**config.mk**
```make
export PLATFORM = sky130hd
export DESIGN_NAME = mem_access_flat
export DESIGN_NICKNAME = d
export VERILOG_FILES = /design/src/rtl/mem_access_if.sv /design/src/rtl/mem_access.sv /design/src/flat_wrapper.sv
export SDC_FILE = /design/constraint.sdc
export NUM_CORES = 1
export LEC_CHECK = 0
export BUFFER_PORTS_ARGS = -buffer_cell sky130_fd_sc_hd__clkbuf_2
export CAP_MARGIN = 20
export CORE_ASPECT_RATIO = 0.75
export CORE_MARGIN = 2
export CORE_UTILIZATION = 35
export DETAILED_ROUTE_END_ITERATION = 8
export PLACE_DENSITY = 0.75
export SYNTH_ARGS = -nofsm -noshare
export SYNTH_HDL_FRONTEND = slang
export SYNTH_SLANG_ARGS = --single-unit
export TNS_END_PERCENT = 10
```
**constraint.sdc**
```tcl
create_clock -name clk_i -period 3.1 [get_ports clk_i]
set_input_delay 0.31 -clock clk_i [delete_from_list [all_inputs] [get_ports clk_i]]
set_output_delay 0.31 -clock clk_i [all_outputs]
set_load 0.05 [all_outputs]
```
**src/rtl/mem_access_if.sv**
```systemverilog
// Data-memory bus between the MEM-stage access unit and an SRAM-like memory.
// The unit raises a request with address/data/strobes. The memory answers with
// data_addr_ok_i, which accepts the address, and later with data_data_ok_i,
// which marks read data valid or a write as done.
//   master : the access unit (drives request/address/data, samples handshakes)
//   slave  : the memory side
interface mem_access_if;
  logic        data_req_o;
  logic        data_wr_o;
  logic [1:0]  data_size_o;
  logic [31:0] data_addr_o;
  logic [31:0] data_wdata_o;
  logic [3:0]  data_wstrb_o;
  logic        data_addr_ok_i;
  logic        data_data_ok_i;
  logic [31:0] data_rdata_i;

  modport master (
    output data_req_o, data_wr_o, data_size_o, data_addr_o, data_wdata_o, data_wstrb_o,
    input  data_addr_ok_i, data_data_ok_i, data_rdata_i
  );

  modport slave (
    input  data_req_o, data_wr_o, data_size_o, data_addr_o, data_wdata_o, data_wstrb_o,
    output data_addr_ok_i, data_data_ok_i, data_rdata_i
  );
endinterface

```
**src/rtl/mem_access.sv**
```systemverilog
// MEM-stage data-memory access unit.
// Takes the latched EXE->MEM bundle and runs at most one bus access at a time:
// request, then address handshake, then data handshake. It checks alignment
// (AdEL/AdES), places store data and strobes in byte lanes, and extends load
// data. stall_o holds the pipeline while an access is outstanding.
// Optional feature macro MEM_LWLR_EN adds LWL/LWR/SWL/SWR (unaligned
// partial-word accesses). Without it those opcodes issue no request.
// Ports:
//   clk_i, rst_i     clock, synchronous active-high reset
//   flush_i          cancel current instruction
//   stall_i          downstream stall; hold a completed result
//   memen_i, rmem_i, wmem_i, op_i, addr_i, wdata_i, except_i   instruction bundle
//   bus              mem_access_if.master data bus
//   rdata_o          extended/merged load result (0 for non-loads)
//   except_o         except_i plus AdEL/AdES
//   badvaddr_o       faulting address
//   stall_o          access outstanding
module mem_access #(
  parameter int ADEL_BIT = 6,
  parameter int ADES_BIT = 7
) (
  input  logic                clk_i,
  input  logic                rst_i,
  input  logic                flush_i,
  input  logic                stall_i,
  input  logic                memen_i,
  input  logic                rmem_i,
  input  logic                wmem_i,
  input  logic [5:0]          op_i,
  input  logic [31:0]         addr_i,
  input  logic [31:0]         wdata_i,
  input  logic [7:0]          except_i,
  mem_access_if.master        bus,
  output logic [31:0]         rdata_o,
  output logic [7:0]          except_o,
  output logic [31:0]         badvaddr_o,
  output logic                stall_o
);

  localparam logic [5:0] OP_LB  = 6'h20;
  localparam logic [5:0] OP_LH  = 6'h21;
  localparam logic [5:0] OP_LWL = 6'h22;
  localparam logic [5:0] OP_LW  = 6'h23;
  localparam logic [5:0] OP_LBU = 6'h24;
  localparam logic [5:0] OP_LHU = 6'h25;
  localparam logic [5:0] OP_LWR = 6'h26;
  localparam logic [5:0] OP_SB  = 6'h28;
  localparam logic [5:0] OP_SH  = 6'h29;
  localparam logic [5:0] OP_SWL = 6'h2A;
  localparam logic [5:0] OP_SW  = 6'h2B;
  localparam logic [5:0] OP_SWR = 6'h2E;

  typedef enum logic [1:0] {S_IDLE, S_REQ, S_WAIT, S_DONE} state_t;

  // Lane selection and sign/zero extension of aligned loads.
  function automatic logic [31:0] ld_ext(input logic [5:0] op, input logic [1:0] off,
                                         input logic [31:0] rd);
    logic signed [7:0]  b;
    logic signed [15:0] h;
    b = rd[{off, 3'b000} +: 8];
    h = off[1] ? rd[31:16] : rd[15:0];
    case (op)
      OP_LB:   ld_ext = 32'(b);
      OP_LBU:  ld_ext = {24'b0, b};
      OP_LH:   ld_ext = 32'(h);
      OP_LHU:  ld_ext = {16'b0, h};
      OP_LW:   ld_ext = rd;
      default: ld_ext = 32'b0;
    endcase
  endfunction

  // Store lane placement: returns {strobe, data}.
  function automatic logic [35:0] st_lane(input logic [5:0] op, input logic [1:0] off,
                                          input logic [31:0] wd);
    case (op)
      OP_SB:   st_lane = {4'b0001 << off, {4{wd[7:0]}}};
      OP_SH:   st_lane = {off[1] ? 4'b1100 : 4'b0011, {2{wd[15:0]}}};
      OP_SW:   st_lane = {4'b1111, wd};
`ifdef MEM_LWLR_EN
      OP_SWL: begin
        case (off)
          2'd0:    st_lane = {4'b0001, 24'b0, wd[31:24]};
          2'd1:    st_lane = {4'b0011, 16'b0, wd[31:16]};
          2'd2:    st_lane = {4'b0111, 8'b0, wd[31:8]};
          default: st_lane = {4'b1111, wd};
        endcase
      end
      OP_SWR: begin
        case (off)
          2'd0:    st_lane = {4'b1111, wd};
          2'd1:    st_lane = {4'b1110, wd[23:0], 8'b0};
          2'd2:    st_lane = {4'b1100, wd[15:0], 16'b0};
          default: st_lane = {4'b1000, wd[7:0], 24'b0};
        endcase
      end
`endif
      default: st_lane = 36'b0;
    endcase
  endfunction

`ifdef MEM_LWLR_EN
  // Little-endian LWL/LWR: merge memory bytes into the old rt value.
  function automatic logic [31:0] lwlr_merge(input logic left, input logic [1:0] off,
                                             input logic [31:0] rd, input logic [31:0] rt);
    if (left) begin
      case (off)
        2'd0:    lwlr_merge = {rd[7:0], rt[23:0]};
        2'd1:    lwlr_merge = {rd[15:0], rt[15:0]};
        2'd2:    lwlr_merge = {rd[23:0], rt[7:0]};
        default: lwlr_merge = rd;
      endcase
    end else begin
      case (off)
        2'd0:    lwlr_merge = rd;
        2'd1:    lwlr_merge = {rt[31:24], rd[31:8]};
        2'd2:    lwlr_merge = {rt[31:16], rd[31:16]};
        default: lwlr_merge = {rt[31:8], rd[31:24]};
      endcase
    end
  endfunction
`endif

  state_t      state_q, state_d;
  logic        cancel_q, cancel_d;
  logic [31:0] rdata_q, rdata_d;

  logic        ld_op, st_op, part;
  logic [1:0]  acc_size;
  logic [1:0]  off;
  logic        ld_v, st_v, misalign, start;
  logic        issue, req, both, resp, discard, deliver;
  logic [31:0] load_res;
  logic [35:0] lane;

  assign off = addr_i[1:0];

  // Opcode decode: unknown opcodes (and partial-word ops when disabled) are non-memory.
  always_comb begin
    ld_op    = 1'b0;
    st_op    = 1'b0;
    part     = 1'b0;
    acc_size = 2'd2;
    case (op_i)
      OP_LB, OP_LBU: begin ld_op = 1'b1; acc_size = 2'd0; end
      OP_LH, OP_LHU: begin ld_op = 1'b1; acc_size = 2'd1; end
      OP_LW:         ld_op = 1'b1;
      OP_SB:         begin st_op = 1'b1; acc_size = 2'd0; end
      OP_SH:         begin st_op = 1'b1; acc_size = 2'd1; end
      OP_SW:         st_op = 1'b1;
`ifdef MEM_LWLR_EN
      OP_LWL, OP_LWR: begin ld_op = 1'b1; part = 1'b1; end
      OP_SWL, OP_SWR: begin st_op = 1'b1; part = 1'b1; end
`endif
      default: ;
    endcase
  end

  assign ld_v     = memen_i & rmem_i & ld_op;
  assign st_v     = memen_i & wmem_i & st_op;
  // Partial-word ops access the containing word and can never misalign.
  assign misalign = ~part & (((acc_size == 2'd1) & off[0]) | ((acc_size == 2'd2) & (off != 2'd0)));
  assign start    = (ld_v | st_v) & (except_i == 8'd0) & ~misalign & ~flush_i;

  always_comb begin
    except_o = except_i;
    if (ld_v && misalign) except_o[ADEL_BIT] = 1'b1;
    if (st_v && misalign) except_o[ADES_BIT] = 1'b1;
  end
  assign badvaddr_o = addr_i;

  // Bus outputs derive from the held instruction bundle, so they stay stable in REQ.
  assign lane              = st_lane(op_i, off, wdata_i);
  assign bus.data_wr_o     = st_v;
  assign bus.data_size_o   = acc_size;
  assign bus.data_addr_o   = part ? {addr_i[31:2], 2'b00} : addr_i;
  assign bus.data_wdata_o  = lane[31:0];
  assign bus.data_wstrb_o  = st_v ? lane[35:32] : 4'b0000;

  assign issue   = (state_q == S_IDLE) & start;
  assign req     = issue | (state_q == S_REQ);
  assign both    = bus.data_addr_ok_i & bus.data_data_ok_i;
  // Response arrives either together with address acceptance or later in WAIT.
  assign resp    = (req & both) | ((state_q == S_WAIT) & bus.data_data_ok_i);
  assign discard = cancel_q | flush_i;
  assign deliver = resp & ~discard;

  assign bus.data_req_o = req;
  assign stall_o = (req & ~both) | ((state_q == S_WAIT) & ~bus.data_data_ok_i);

  always_comb begin
    load_res = 32'b0;
    if (ld_v) load_res = ld_ext(op_i, off, bus.data_rdata_i);
`ifdef MEM_LWLR_EN
    if (ld_v && part) load_res = lwlr_merge(op_i == OP_LWL, off, bus.data_rdata_i, wdata_i);
`endif
  end

  assign rdata_o = (state_q == S_DONE) ? rdata_q : (deliver ? load_res : 32'b0);

  always_comb begin
    state_d  = state_q;
    cancel_d = cancel_q;
    rdata_d  = rdata_q;
    case (state_q)
      S_IDLE: if (issue) state_d = bus.data_addr_ok_i ? S_WAIT : S_REQ;
      S_REQ: begin
        if (bus.data_addr_ok_i) begin
          // Address already accepted: a flush now must drain the reply.
          state_d  = S_WAIT;
          cancel_d = flush_i;
        end else if (flush_i) begin
          state_d = S_IDLE;
        end
      end
      S_WAIT: cancel_d = cancel_q | flush_i;
      S_DONE: if (flush_i || !stall_i) state_d = S_IDLE;
      default: state_d = S_IDLE;
    endcase
    if (resp) begin
      cancel_d = 1'b0;
      rdata_d  = load_res;
      state_d  = (deliver && stall_i) ? S_DONE : S_IDLE;
    end
  end

  always_ff @(posedge clk_i) begin
    if (rst_i) begin
      state_q  <= S_IDLE;
      cancel_q <= 1'b0;
      rdata_q  <= 32'b0;
    end else begin
      state_q  <= state_d;
      cancel_q <= cancel_d;
      rdata_q  <= rdata_d;
    end
  end

endmodule

```
**src/flat_wrapper.sv**
```systemverilog
// flat-port wrapper written by rule: the top's interface ports become plain ports
module mem_access_flat 
#(
  parameter int ADEL_BIT = 6,
  parameter int ADES_BIT = 7
)
  (clk_i, rst_i, flush_i, stall_i, memen_i, rmem_i, wmem_i, op_i, addr_i, wdata_i, except_i, rdata_o, except_o, badvaddr_o, stall_o, bus_data_req_o, bus_data_wr_o, bus_data_size_o, bus_data_addr_o, bus_data_wdata_o, bus_data_wstrb_o, bus_data_addr_ok_i, bus_data_data_ok_i, bus_data_rdata_i);
  mem_access_if bus_i ();
  input  logic clk_i;
  input  logic rst_i;
  input  logic flush_i;
  input  logic stall_i;
  input  logic memen_i;
  input  logic rmem_i;
  input  logic wmem_i;
  input  logic [5:0] op_i;
  input  logic [31:0] addr_i;
  input  logic [31:0] wdata_i;
  input  logic [7:0] except_i;
  output logic [31:0] rdata_o;
  output logic [7:0] except_o;
  output logic [31:0] badvaddr_o;
  output logic stall_o;
  output wire logic [$bits(bus_i.data_req_o)-1:0] bus_data_req_o;
  output wire logic [$bits(bus_i.data_wr_o)-1:0] bus_data_wr_o;
  output wire logic [$bits(bus_i.data_size_o)-1:0] bus_data_size_o;
  output wire logic [$bits(bus_i.data_addr_o)-1:0] bus_data_addr_o;
  output wire logic [$bits(bus_i.data_wdata_o)-1:0] bus_data_wdata_o;
  output wire logic [$bits(bus_i.data_wstrb_o)-1:0] bus_data_wstrb_o;
  input wire logic [$bits(bus_i.data_addr_ok_i)-1:0] bus_data_addr_ok_i;
  input wire logic [$bits(bus_i.data_data_ok_i)-1:0] bus_data_data_ok_i;
  input wire logic [$bits(bus_i.data_rdata_i)-1:0] bus_data_rdata_i;
  assign bus_data_req_o = bus_i.data_req_o;
  assign bus_data_wr_o = bus_i.data_wr_o;
  assign bus_data_size_o = bus_i.data_size_o;
  assign bus_data_addr_o = bus_i.data_addr_o;
  assign bus_data_wdata_o = bus_i.data_wdata_o;
  assign bus_data_wstrb_o = bus_i.data_wstrb_o;
  assign bus_i.data_addr_ok_i = bus_data_addr_ok_i;
  assign bus_i.data_data_ok_i = bus_data_data_ok_i;
  assign bus_i.data_rdata_i = bus_data_rdata_i;
  mem_access #(.ADEL_BIT(ADEL_BIT), .ADES_BIT(ADES_BIT)) u_core (.clk_i(clk_i), .rst_i(rst_i), .flush_i(flush_i), .stall_i(stall_i), .memen_i(memen_i), .rmem_i(rmem_i), .wmem_i(wmem_i), .op_i(op_i), .addr_i(addr_i), .wdata_i(wdata_i), .except_i(except_i), .bus(bus_i), .rdata_o(rdata_o), .except_o(except_o), .badvaddr_o(badvaddr_o), .stall_o(stall_o));
endmodule
```
==> results.yml, run 1 <==
global_routing:
  gr-usage-all-layers_pct: 21.1
  grt_max_degree: 38
  grt_pass1_wl_um: 20300
  first_global_vias: 3901
  antenna_found_initial: 0
  grt.overflow.total: 0
worst_setup_path:
  crit_arrival_ns: 2.45
  cp_max_fo: 32
  timing.critical_path.to_type: "output pin"
  reg2regPathDepth: 6
  crit_required_ns: 2.79
  worstSetupPathType: "reg2out"
  critPathLaunchType: "flip-flop"
synth:
  netlist.area_leader.share_pct: 18.1
  ys.flop_type: "dfxtp_1"
  synth_top_area_cell: "dfxtp_1"
  ys_top_cells_by_count: "buf_4 (73), nand2_1 (59), nor2_1 (55)"
  synth-warning-count: 0
  syn_inst: 545
  netlist_area_um2: 3880
  ys_top_cells_by_area: "dfxtp_1 (18%), buf_4 (14%), mux2i_1 (9.8%)"
  synth_cell_types: 53
  synth_area_per_cell_um2: 7.11
  synthArstFlopShare_pct: 0
  synthMostInstantiatedCell: "buf_4"
  ys_ff_latch: 35
  ys_seq_area_share_pct: 18.1
  synth_edf_count: 0
  syn-num-nets: 664
clocking:
  cts_root_buf: "clkbuf_16"
  cts_tree: "yes"
  cts.sinks: 35
  path_clk_slew_ns: 0.06
  numCtsBuffers: 5
  clk_latency_ns: 0.28
  post_cts_buffers: 0
  cts_hold_buffers: 0
  htreeDepth: 2
  cts_max_path_buffers: 2
  cts_resized: 0
sta:
  relSlewSlack_pct: 56.3
  slew_viol_final: 0
  setup_viol: 0
  hold_viol: 0
  skew_ns: 0.00543
  fin_tns_setup_ns: 0
  max_freq_ghz: 0.362
  rsz0062_at_grt: "false"
  post-route-min-period_ns: 2.76
  finalCritPeriodShare_pct: 89.1
  holdWs_ns: 0.460
  worstMarginPinSlew_ns: 0.655
routing:
  drc: 0
  via_count: 4167
  dr.pass1.iters: 5
  viasPerCell: 5.40
  wl_um: 13300
  drt_iter0_markers: 368
  drt-wirelength-per-cell_um: 17.2
  ant_nets: 0
power:
  power.density_nw_per_um2: 246
  p_leak_uw: 0.00235
  p_total_uw: 1220
  irDropWorstVdd_mv: 0.177
worst_hold_path:
  hold_path_depth: 3
  hp-class: "in2reg"
floorplanning:
  die_w_um: 126
  ios: 264
  core_um2: 10900
  die_h_um: 95.1
  initial_core_util_pct: 35.7
  die_area_um2: 11900
  rows: 33
layout:
  drive_gt1_share_pct: 34.0
  area_growth_pct: 28.5
  fin_nets: 752
  diodes: 0
placed_design:
  port_buffers: 173
  place_hpwl_um: 10400
  gp_congestion: 0.914
outcome:
  status: "complete, no violations"
flow_run:
  cap_violations: 0
==> where the power goes <==
| part | switching (µW) | internal [µW] | total, µW | leakage, µW |
|---|---|---|---|---|
| Combinational | 188 | 107 | 296 | 0.00201 |
| Sequential | 0.00478 | 450 | 450 | 0.000282 |
| Clock | 189 | 289 | 478 | 0.0000618 |
==> kinds of logic after synthesis <==
| family | Yosys count | share of synthesized area (%) |
|---|---|---|
| flops | 35 | 18.1 |
| compound gates | 124 | 20.6 |
| simple gates | 231 | 31.0 |
| mux | 42 | 11.8 |
| buf+inv | 113 | 18.5 |
==> cell usage in the layout (no fill, tap or decap), types with 2 or more instances in the layout <==
| master | n |
|---|---|
| clkbuf_2 | 141 |
| nand2_1 | 59 |
| nor2_1 | 53 |
| o21ai_0 | 51 |
| nand2b_1 | 50 |
| mux2i_1 | 38 |
| dfxtp_1 | 35 |
| buf_12 | 33 |
| a21oi_1 | 26 |
| and3_1 | 23 |
| buf_4 | 17 |
| and2_1 | 16 |
| a22oi_1 | 10 |
| a221oi_1 | 10 |
| o31ai_1 | 7 |
| nor3b_1 | 5 |
| nor3_1 | 5 |
| clkbuf_16 | 5 |
| inv_1 | 3 |
| a21o_1 | 3 |
| or2_2 | 3 |
| nor2b_1 | 3 |
| mux4_2 | 3 |
| nor2_2 | 2 |
| nor4_1 | 2 |
==> worst max-delay path: stages, from the launching register on <==
cell,delay [ns]
dfxtp_1,0.39
nor4b_1,0.30
and3_1,0.22
o2111a_2,0.33
o21ai_2,0.08
buf_4,0.23
o21ai_0,0.40
buf_12,0.19
==> cell type report <==
| type | instances | area [µm²] |
|---|---|---|
| tap | 140 | 175 |
| inverter | 3 | 11.3 |
| clock buffer | 5 | 125 |
| clock inverter | 1 | 7.51 |
| fill | 1102 | 5880 |
| multi-input combinational | 397 | 2470 |
| timing repair buffer | 191 | 1490 |
| sequential | 35 | 701 |
==> state kept, by name, indices dropped and copies added (netlist names) <==
name / cells
u_core.rdata_q: 32
u_core.cancel_q: 1
u_core.state_q: 2
==> worst paths after layout <==
path                 startpoint            endpoint  slack [ns]
max           u_core.state_q[0]         rdata_o[14]        0.34
min                     flush_i   u_core.state_q[0]        0.46
max reg2reg   u_core.state_q[0]   u_core.rdata_q[6]        1.27
min reg2reg  u_core.rdata_q[31]  u_core.rdata_q[31]        0.48
==> layer usage <==
layer | GRT usage [%] | up-vias | wire length (µm)
met5 | 0 | - | 0
met4 | 5.19 | 0 | 212
met3 | 4.26 | 24 | 1010
met2 | 34.7 | 206 | 6210
met1 | 28.6 | 1944 | 5870
li1 | - | 1993 | -
==> through the flow <==
step           worst slack [ns]  util (%)  area (µm²)  std cells
5_1_grt                   0.193      45.9        4980        772
6_report                  0.338      45.9        4980        772
3_5_place_dp              0.444      44.6        4850        766
2_1_floorplan             0.177         -        3880        545
4_1_cts                   0.319      45.9        4980        772
3_3_place_gp              0.462      44.6        4850        766
No activity file was read; power rests on OpenSTA's default activity.
==> run 2, diff against run 1 <==
Settings changed: ABC_CLOCK_PERIOD_IN_PS set to 3100, PLACE_DENSITY 0.75 to 0.78.
==> results.yml, run 2 (synthesis gave the netlist of run 1 again) <==
sta:
  skew_ns: 0.00236
  slew_viol_final: 0
  post-route-min-period_ns: 2.77
  hold_viol: 0
  fin_tns_setup_ns: 0
  setup_viol: 0
  finalCritPeriodShare_pct: 89.3
  max_freq_ghz: 0.361
  holdWs_ns: 0.468
  worstMarginPinSlew_ns: 0.691
  relSlewSlack_pct: 53.9
  rsz0062_at_grt: "false"
global_routing:
  grt_pass1_wl_um: 19900
  gr-usage-all-layers_pct: 20.7
  grt.overflow.total: 0
  grt_max_degree: 38
  first_global_vias: 3613
  antenna_found_initial: 0
placed_design:
  gp_congestion: 0.872
  port_buffers: 173
  place_hpwl_um: 10000
clocking:
  cts_resized: 0
  cts_hold_buffers: 0
  cts.sinks: 35
  cts_tree: "yes"
  clk_latency_ns: 0.28
  numCtsBuffers: 5
  path_clk_slew_ns: 0.05
  cts_max_path_buffers: 2
  cts_root_buf: "clkbuf_16"
  htreeDepth: 2
  post_cts_buffers: 0
worst_setup_path:
  timing.critical_path.to_type: "output pin"
  crit_required_ns: 2.79
  cp_slowest_cell: "dfxtp_1"
  crit_family: "compound AO/OA/AOI/OAI gates"
  critical_path.max_stage_delay_ns: 0.39
  cp_max_fo: 32
  critPathBufInv: 2
  worstSetupPathType: "reg2out"
  crit_arrival_ns: 2.46
  crit_start: "u_core.state_q[0]"
  critPathLaunchType: "flip-flop"
  r2r_start: "u_core.state_q[1]"
  path_cells: "nor4b_1 -> and3_1 -> o2111a_2 -> o21ai_1 -> buf_4 -> o21ai_0 -> clkbuf_2"
layout:
  fin_nets: 752
  diodes: 0
  final.fill_count: 1157
  regMostFlops: "u_core.rdata_q"
  reg.largest.list: "u_core.rdata_q: 32 flops, u_core.state_q: 2 flops, u_core.cancel_q: 1 flops"
  area_growth_pct: 16.1
  final_cell_mix: "clkbuf_2 (172), nand2_1 (59), nor2_1 (54)"
  finish.utilization_pct: 41.4
  drive_gt1_share_pct: 33.6
  largest_register_ffs: 32
  final_common_cell: "clkbuf_2"
routing:
  ant_nets: 0
  met2_length_um: 5740
  routedLengthMet1_um: 6030
  dr.pass1.iters: 5
  wl_um: 13400
  via_count: 4158
  drt-wirelength-per-cell_um: 17.3
  drt_iter0_markers: 349
  drc: 0
  highest_layer: "met4"
  dr_wl_met3_um: 1300
  viasPerCell: 5.37
worst_hold_path:
  hp-class: "in2reg"
  hp-start: "bus_data_data_ok_i"
floorplanning:
  die_h_um: 95.1
  initial_core_util_pct: 35.7
  die_area_um2: 11900
  die_w_um: 126
  core_um2: 10900
  rows: 33
  ios: 264
outcome:
  status: "complete, no violations"
power:
  power.density_nw_per_um2: 273
  irDropWorstVdd_mv: 0.189
  p_leak_uw: 0.00225
flow_run:
  cap_violations: 0
run 2: routing by layer:
| metal | GRT usage (%) | vias to the layer above |
|---|---|---|
| li1 | - | 1991 |
| met5 | 0 | - |
| met3 | 4.38 | 30 |
| met2 | 31.2 | 252 |
| met1 | 30.0 | 1885 |
| met4 | 5.37 | 0 |
run 2: metrics by stage:
step / cell area (µm²) / std cells / setup WS (ns) / total power (µW)
detailed placement: 4360 / 766 / 0.489 / 753
global route: 4500 / 774 / 0.170 / 1280
floorplan: 3880 / 545 / 0.177 / 842
CTS: 4500 / 774 / 0.308 / 1240
global placement: 4360 / 766 / 0.552 / 753
finish: 4500 / 774 / 0.330 / 1230
run 2: worst paths after layout:
kind / slack, ns / depth (start not counted) / to
worst max-delay path: 0.33 / 7 / rdata_o[0]
worst min-delay path: 0.47 / 3 / u_core.state_q[1]
worst min register to register: 0.48 / 2 / u_core.rdata_q[23]
worst max register to register: 1.09 / 6 / u_core.rdata_q[4]
run 2: worst register-to-register path: stages, from the launching register on:
cell and delay (ns):
dfxtp_1 0.49, nor4b_1 0.10, and3_1 0.18, o2111a_2 0.22
o21ai_4 0.15, buf_4 0.48, mux2i_1 0.31
run 2: layout make-up:
cell class / count / area [µm²] / area share [%]
clock buffers: 7 / 133 / 2.95
well taps: 140 / 175 / 3.89
multi-input cells: 397 / 2460 / 54.7
inverters: 3 / 11.3 / 0.250
flip-flops and latches: 35 / 701 / 15.6
clock inverters: 1 / 5.00 / 0.111
repair buffers: 191 / 1020 / 22.6
run 2: where the power goes:
group          leakage (µW)  internal [µW]  switching, µW
clock network     0.0000679            297            186
logic               0.00190            108            189
registers          0.000282            450        0.00454
total               0.00225            855            375
==> run 3, diff against run 2 <==
Settings changed: ABC_AREA set to 1, PLACE_DENSITY 0.78 to 0.79.
==> results.yml, run 3 <==
outcome:
  status: "complete, no violations"
clocking:
  cts_resized: 0
  clk_latency_ns: 0.28
  cts.sinks: 35
  cts_max_path_buffers: 2
  cts_tree: "yes"
  cts_root_buf: "clkbuf_16"
  path_clk_slew_ns: 0.06
  htreeDepth: 2
  cts_hold_buffers: 0
  post_cts_buffers: 0
  numCtsBuffers: 5
flow_run:
  cap_violations: 0
layout:
  finish.utilization_pct: 42.3
  fin_nets: 842
  regMostFlops: "u_core.rdata_q"
  largest_register_ffs: 32
  reg.largest.list: "u_core.rdata_q: 32 flops, u_core.state_q: 2 flops, u_core.cancel_q: 1 flops"
  area_growth_pct: 16.2
  final_cell_mix: "clkbuf_2 (172), nand2_1 (141), inv_1 (87)"
  drive_gt1_share_pct: 33.7
  final.fill_count: 1138
  final_common_cell: "clkbuf_2"
  postLayoutCellArea_um2: 4380
synth:
  syn_inst: 624
  synth-warning-count: 0
  ys_top_cells_by_count: "nand2_1 (141), inv_1 (87), buf_4 (72)"
  ys_top_cells_by_area: "dfxtp_1 (19%), buf_4 (14%), nand2_1 (14%)"
  synthArstFlopShare_pct: 0
  ys.flop_type: "dfxtp_1"
  syn-num-nets: 743
  ys_ff_latch: 35
  ys_seq_area_share_pct: 18.6
  synth_cell_types: 37
  netlist.area_leader.share_pct: 18.6
  synth_edf_count: 0
  synth_top_area_cell: "dfxtp_1"
  synthMostInstantiatedCell: "nand2_1"
  netlist_area_um2: 3770
  synth_area_per_cell_um2: 6.04
sta:
  skew_ns: 0.00379
  post-route-min-period_ns: 2.90
  rsz0062_at_grt: "false"
  post-route-worst-setup-slack_ns: 0.202
  setup_viol: 0
  relSlewSlack_pct: 48.8
  slew_viol_final: 0
  fin_tns_setup_ns: 0
  worstMarginPinSlew_ns: 0.763
  hold_viol: 0
  finalCritPeriodShare_pct: 93.5
  max_freq_ghz: 0.345
placed_design:
  post_dp_cell_area_um2: 4240
  gp_congestion: 0.906
  place_ws_ns: 0.397
  place_hpwl_um: 10600
  port_buffers: 173
routing:
  drt-wirelength-per-cell_um: 14.9
  viasPerCell: 5.01
  drt_iter0_markers: 283
  dr.pass1.iters: 5
  wl_um: 12800
  drc: 0
  via_count: 4306
  ant_nets: 0
power:
  power.density_nw_per_um2: 328
  p_leak_uw: 0.00213
  p_total_uw: 1440
  irDropWorstVdd_mv: 0.224
worst_setup_path:
  r2r_start: "u_core.state_q[1]"
  critPathLaunchType: "flip-flop"
  crit_arrival_ns: 2.59
  cp_max_fo: 26
  timing.critical_path.to_type: "output pin"
  crit_required_ns: 2.79
  worstSetupPathType: "reg2out"
  crit_start: "u_core.state_q[1]"
worst_hold_path:
  hp-class: "in2reg"
  hp-start: "rst_i"
global_routing:
  first_global_vias: 3890
  gr-usage-all-layers_pct: 21.9
  grt_max_degree: 27
  grt_pass1_wl_um: 19800
  grt.overflow.total: 0
  antenna_found_initial: 1
floorplanning:
  core_um2: 10400
  rows: 32
  die_area_um2: 11600
  die_h_um: 93.9
  ios: 264
  initial_core_util_pct: 36.4
  die_w_um: 124
run 3: routing by layer:
layer | routed length (µm) | global-route usage [%] | vias to the layer above
met1 | 6120 | 31.8 | 1923
met3 | 1090 | 6.13 | 32
met2 | 5210 | 30.6 | 222
met5 | 0 | 0 | -
met4 | 390 | 7.10 | 0
li1 | - | - | 2129
run 3: logic make-up (layout without fill, tap and decap cells):
kind of cell,Yosys count,count (layout),synth area share [%]
buffers and inverters,188,287,26.8
other,0,1,0
AND/OR/NAND/NOR,245,245,30.1
AO/OA/AOI/OAI,156,156,24.5
flip-flops,35,35,18.6
run 3: final cells by class:
cell class              instances  area [µm²]  share of cell area (%)
inverters                      97         364                    8.31
flip-flops and latches         35         701                    16.0
clock inverters                 1        5.00                   0.114
well taps                     136         170                    3.88
diodes                          1        2.50                  0.0571
clock buffers                   6         139                    3.17
repair buffers                183         941                    21.5
multi-input cells             401        2060                    47.0
run 3: worst paths after layout:
check / end / slack [ns] / depth (start not counted)
setup reg to reg: u_core.rdata_q[31] / 0.97 / 12
hold reg to reg: u_core.rdata_q[12] / 0.46 / 2
setup / recovery: rdata_o[17] / 0.20 / 14
hold / removal: u_core.rdata_q[4] / 0.38 / 2
run 3: power by group:
part / leakage (µW) / switching, µW / internal, µW
clock: 0.0000727 / 193 / 314
sequential: 0.000282 / 8.80 / 462
combinational: 0.00177 / 326 / 133
total: 0.00213 / 528 / 908
run 3: stage by stage:
| step | cells | hold WS, ns |
|---|---|---|
| after floorplan | 624 | 0.429 |
| after global placement | 852 | 0.442 |
| after detailed placement | 852 | 0.445 |
| after CTS | 859 | 0.373 |
| after global routing | 860 | 0.385 |
| final | 860 | 0.380 |
run 3: critical path: stages, from the launching register on:
cell and delay, ns:
dfxtp_1 0.32, inv_1 0.13, nand2_1 0.08, nor3_1 0.12
nand3_1 0.08, nor2_1 0.25, nand3_4 0.12, nand2_4 0.09
nand2_4 0.07, nand2_8 0.13, nand2_8 0.18, nor2_1 0.19
nand2_1 0.06, o21ai_0 0.12, clkbuf_2 0.34
